[config.mk]
export PLATFORM = sky130hd
export DESIGN_NAME = multicycle_control
export DESIGN_NICKNAME = d
export VERILOG_FILES = /design/src/rtl/multicycle_control.sv
export SDC_FILE = /design/constraint.sdc
export NUM_CORES = 1
export LEC_CHECK = 0
export CORE_MARGIN = 4
export CORE_UTILIZATION = 46
export DETAILED_ROUTE_END_ITERATION = 10
export GPL_ROUTABILITY_DRIVEN = 0
export PLACE_DENSITY = 0.8
export SLEW_MARGIN = 0
export SYNTH_ARGS = -nofsm -noshare
export SYNTH_HDL_FRONTEND = slang
export SYNTH_SLANG_ARGS = --single-unit
[constraint.sdc]
create_clock -name clk -period 2.51 [get_ports clk]
set_input_delay 0.3765 -clock clk [delete_from_list [all_inputs] [get_ports clk]]
set_output_delay 0.3765 -clock clk [all_outputs]
set_load 0.03 [all_outputs]
[src/rtl/multicycle_control.sv]
// Multi-cycle control FSM for the 18-bit CPU: fetch, decode and sequence
// FETCH/DECODE/EXEC/MEM/WB, driving ALU selects, write strobes and memory.
module multicycle_control #(
    parameter int MEM_TIMEOUT = 15,
    parameter int CNT_W       = 16
) (
    input  logic             clk,
    input  logic             rst,
    input  logic [17:0]      mem_rdata,
    input  logic             mem_ready,
    input  logic             rs1_zero,
    output logic [17:0]      ir,
    output logic [1:0]       mux2_select,
    output logic             mux1_select,
    output logic             reg_write,
    output logic             reg_wsel,
    output logic             pc_write,
    output logic             pc_src,
    output logic             mem_req,
    output logic             mem_we,
    output logic             mem_addr_sel,
    output logic [2:0]       state,
    output logic             halted,
    output logic             illegal,
    output logic             bus_error,
    output logic [CNT_W-1:0] instr_count
);

    typedef enum logic [2:0] {
        FETCH  = 3'd0,
        DECODE = 3'd1,
        EXEC   = 3'd2,
        MEM    = 3'd3,
        WB     = 3'd4,
        HALT   = 3'd5
    } state_t;

    localparam int WAIT_W = $clog2(MEM_TIMEOUT + 1);
    localparam logic [WAIT_W-1:0] TMO = WAIT_W'(MEM_TIMEOUT);

    state_t            st;
    logic [WAIT_W-1:0] wait_cnt;
    logic [3:0]        opcode;
    logic              is_ld, is_st, is_jmp, is_bz, is_hlt, is_bad;
    logic [1:0]        alu_op;
    logic              alu_b;

    assign opcode = ir[17:14];
    assign is_ld  = (opcode == 4'h6);
    assign is_st  = (opcode == 4'h7);
    assign is_jmp = (opcode == 4'h8);
    assign is_bz  = (opcode == 4'h9);
    assign is_hlt = (opcode == 4'hf);
    assign is_bad = (opcode >= 4'ha) && (opcode <= 4'he);
    assign state  = st;
    assign halted = (st == HALT);

    always_comb begin
        alu_op = 2'b00;
        alu_b  = 1'b0;
        case (opcode)
            4'h1: alu_b = 1'b1;
            4'h2: alu_op = 2'b01;
            4'h3: begin
                alu_op = 2'b01;
                alu_b  = 1'b1;
            end
            4'h4: alu_op = 2'b10;
            4'h5: alu_op = 2'b11;
            4'h6, 4'h7: alu_b = 1'b1;
            default: ;
        endcase
    end

    always_comb begin
        mux2_select  = 2'b00;
        mux1_select  = 1'b0;
        reg_write    = 1'b0;
        reg_wsel     = 1'b0;
        pc_write     = 1'b0;
        pc_src       = 1'b0;
        mem_req      = 1'b0;
        mem_we       = 1'b0;
        mem_addr_sel = 1'b0;
        case (st)
            FETCH: begin
                mem_req  = 1'b1;
                pc_write = mem_ready;
            end
            EXEC: begin
                mux2_select = alu_op;
                mux1_select = alu_b;
                pc_write    = is_jmp | (is_bz & rs1_zero);
                pc_src      = is_jmp | is_bz;
            end
            MEM: begin
                mux2_select  = alu_op;
                mux1_select  = alu_b;
                mem_req      = 1'b1;
                mem_addr_sel = 1'b1;
                mem_we       = is_st;
            end
            WB: begin
                mux2_select = alu_op;
                mux1_select = alu_b;
                reg_write   = 1'b1;
                reg_wsel    = is_ld;
            end
            default: ;
        endcase
    end

    // Both request states share the ready/timeout race: ready wins on the timeout cycle
    always_ff @(posedge clk) begin
        if (rst) begin
            st          <= FETCH;
            ir          <= '0;
            instr_count <= '0;
            wait_cnt    <= '0;
            illegal     <= 1'b0;
            bus_error   <= 1'b0;
        end else begin
            case (st)
                FETCH: begin
                    if (mem_ready) begin
                        ir       <= mem_rdata;
                        wait_cnt <= '0;
                        st       <= DECODE;
                    end else if (wait_cnt == TMO) begin
                        bus_error <= 1'b1;
                        st        <= HALT;
                    end else begin
                        wait_cnt <= wait_cnt + 1'b1;
                    end
                end
                DECODE: begin
                    if (is_hlt) begin
                        instr_count <= instr_count + 1'b1;
                        st          <= HALT;
                    end else if (is_bad) begin
                        illegal <= 1'b1;
                        st      <= HALT;
                    end else begin
                        st <= EXEC;
                    end
                end
                EXEC: begin
                    wait_cnt <= '0;
                    if (is_ld || is_st) begin
                        st <= MEM;
                    end else if (is_jmp || is_bz) begin
                        instr_count <= instr_count + 1'b1;
                        st          <= FETCH;
                    end else begin
                        st <= WB;
                    end
                end
                MEM: begin
                    if (mem_ready) begin
                        wait_cnt <= '0;
                        if (is_ld) begin
                            st <= WB;
                        end else begin
                            instr_count <= instr_count + 1'b1;
                            st          <= FETCH;
                        end
                    end else if (wait_cnt == TMO) begin
                        bus_error <= 1'b1;
                        st        <= HALT;
                    end else begin
                        wait_cnt <= wait_cnt + 1'b1;
                    end
                end
                WB: begin
                    instr_count <= instr_count + 1'b1;
                    wait_cnt    <= '0;
                    st          <= FETCH;
                end
                default: st <= HALT;
            endcase
        end
    end

endmodule

==> results.sh <==
export IMPL_synth_mux_area_share_pct=2.03
export IMPL_crit_buf_inv=1
export IMPL_netlist_area_sq_mm=0.00216
export IMPL_vias_per_cell=5.50
export IMPL_syn_inst=277
export IMPL_synth_xor_area_share_pct=2.03
export IMPL_root_buffer="clkbuf_8"
export IMPL_area_delta_synth_final_pct=40.5
export IMPL_wire_per_inst_um=13.8
export IMPL_drc_errors=0
export IMPL_synthAdderAreaFrac_pct=1.16
export IMPL_drive_gt1_share_pct=8.62
export IMPL_post_cts_setup_buffers=0
export IMPL_dp_hpwl_um=4020
export IMPL_power_density_mw_per_mm2=599
export IMPL_critPathMaxStageDelay_ns=0.71
export IMPL_rsz0062_at_grt="no"
export IMPL_num_rows=24
export IMPL_avgSynthCellArea_sq_um=7.79
export IMPL_setup_viol=0
export IMPL_synth_simple_area_share_pct=29.5
export IMPL_period_minus_slack_ns=2.28
export IMPL_layout_common_cells="clkdlybuf4s50_1 (64), nand2_1 (48), dfxtp_1 (43)"
export IMPL_hold_path_class="reg -> reg"
export IMPL_final_net_count=371
export IMPL_synth_yosys_warnings=0
export IMPL_cts_hold_buffers=0
export IMPL_tightest_slew_ns=0.483
export IMPL_crit_family="buffers and inverters"
export IMPL_ios=72
export IMPL_status="complete, no violations"
export IMPL_critPathCaptureType="output port"
export IMPL_drtIter0Drc=108
export IMPL_cp_arrival_ns=1.91
export IMPL_min_period_over_period_pct=90.9
export IMPL_max_clock_path_buffers=2
export IMPL_via_count=2200
export IMPL_placedCellCount=392
export IMPL_h_tree_depth=2
export IMPL_synth_nets=301
export IMPL_cpMaxStageDelayCell="clkdlybuf4s50_1"
export IMPL_grt_ovfl_total=0
export IMPL_synth_seq_cells=43
export IMPL_tritoncts_num_sinks=43
export IMPL_synth_compound_area_share_pct=20.2
export IMPL_cp_cell_sequence="nand2_1, nor3_2, clkdlybuf4s50_1"
export IMPL_cp_start_kind="flop"
export IMPL_synth_top_family_by_area="simple AND/OR/NAND/NOR gates"
export IMPL_seq_area_frac_synth_pct=39.9
export IMPL_max_freq_mhz=438
export IMPL_grt_usage_pct=18.8
export IMPL_place_port_buffers=71
export IMPL_clock_skew_ns=0.00475
export IMPL_path_clk_slew_ns=0.09
export IMPL_async_reset_ff_share_pct=0
export IMPL_slew_violations=0
export IMPL_drt_first_pass_iters=4
export IMPL_max_cap_violations=0
export IMPL_grt_first_pass_wirelength_um=9290
export IMPL_required_ns=2.13
export IMPL_synthFlopType="dfxtp_1"
export IMPL_wirelength_um=5510
export IMPL_cts_tree="yes"
export IMPL_antenna_left=0
export IMPL_dieArea_sq_mm=0.00585
export IMPL_crit_type="reg -> out"
export IMPL_start_util_pct=48.5
export IMPL_final_hold_viol_count=0
export IMPL_antenna_found_initial=0
export IMPL_relSlewSlack_pct=67.5
export IMPL_clk_latency_ns=0.31
export IMPL_synth_edf_count=0
export IMPL_numCtsBuffers=5
export IMPL_mostFrequentLayoutCell="clkdlybuf4s50_1"
export IMPL_critPathMaxFanout=13
export IMPL_synth_distinct_cells=47
export IMPL_grt_pass1_vias=2048
export IMPL_die_h_um=76.5
export IMPL_ir_worst_vdd_mv=0.337
export IMPL_p_leak_nw=1.16
export IMPL_grt_start_max_net_pins=26
export IMPL_coreArea_sq_mm=0.00444
export IMPL_diodes=0
export IMPL_final_cells=400
export IMPL_fp_dieW_um=76.5
export IMPL_fin_tns_setup_ns=0
export IMPL_holdWs_ns=0.457
## stage by stage
step | power (mW) | setup WS, ns | util [%] | area, sq um
final | 1.81 | 0.227 | 68.2 | 3030
after floorplan | 1.16 | 0.0768 | - | 2160
after CTS | 1.83 | 0.0215 | 67.9 | 3020
after global placement | 1.35 | 0.281 | 65.8 | 2920
after global routing | 1.92 | 0.0781 | 68.2 | 3030
after detailed placement | 1.36 | 0.210 | 65.8 | 2920
## per-layer routing
layer	track usage, %	routed length [um]	up-vias
met5	0	0	-
met4	6.88	79	0
met3	4.61	272	8
met2	31.8	2620	58
met1	23.2	2540	1017
li1	-	-	1117
## registers in the layout, indices dropped and copies added (netlist names)
signal,count
bus_error,1
ir,18
illegal,1
wait_cnt,4
state,3
instr_count,16
## cell type report
cell class | instances | area (sq um)
fill | 391 | 1410
clock inverter | 3 | 26.3
timing repair buffer | 82 | 802
tap | 52 | 65.1
multi-input combinational | 210 | 1190
clock buffer | 5 | 68.8
inverter | 5 | 18.8
sequential | 43 | 861
## worst reg2reg max path, delay by kind of cell, from the launching register on
family          cells  cell delay [ns]
buf+inv             1             0.21
compound gates      2             0.28
flops               1             0.40
simple gates        3             1.32
## what timing repair did
action | CTS | global route
endpoints found under the setup margin | 1 | 5
gates resized for setup | 1 | 5
hold endpoints to repair | 0 | 0
gates cloned | 0 | 0
## power breakdown
part           switching (mW)  internal, mW  total (mW)
Combinational           0.327         0.235       0.561
Clock                   0.267         0.205       0.471
Sequential             0.0469         0.735       0.782
## cells in the mapped netlist, drive strengths merged, types with 2 or more instances
library cell  number  area share, %
nand3b             3            1.0
or2                2           0.58
mux2               3            1.6
o31ai              7            2.4
clkbuf            13            2.3
and3               5            1.5
or4                6            2.1
nand2b             4            1.2
a21oi             38            9.0
nor3               5            1.2
buf                6            2.1
nor2              20            3.5
nor4b              2           0.81
or3                5            1.5
and2               2           0.64
xnor2              4            1.6
o21ai             13            3.0
nand3             10            2.3
ha                 2            1.2
dfxtp             43             40
nand2             48            8.4
nand4              4            1.2
nor2b              2           0.58
nor4               3           0.87
inv                5           0.87
a31oi              3           0.87
a21o               3            1.0
## cells by family (layout without fill, tap and decap cells)
family	after synthesis	after routing
adder cells (fa/ha/maj)	2	2
AND/OR/NAND/NOR	126	126
multiplexers	4	4
buffers and inverters	24	95
AO/OA/AOI/OAI	73	73
XOR/XNOR	5	5
flip-flops	43	43
## path summary, 6_finish.rpt
path / cells after the start / slack, ns / endpoint / startpoint
hold reg to reg: 2 / 0.46 / ir[4] / ir[4]
setup / recovery: 3 / 0.23 / pc_src / ir[17]
setup reg to reg: 6 / 0.23 / instr_count[5] / state[1]
hold / removal: 2 / 0.46 / ir[4] / ir[4]
(Power assumes the default switching activity.)
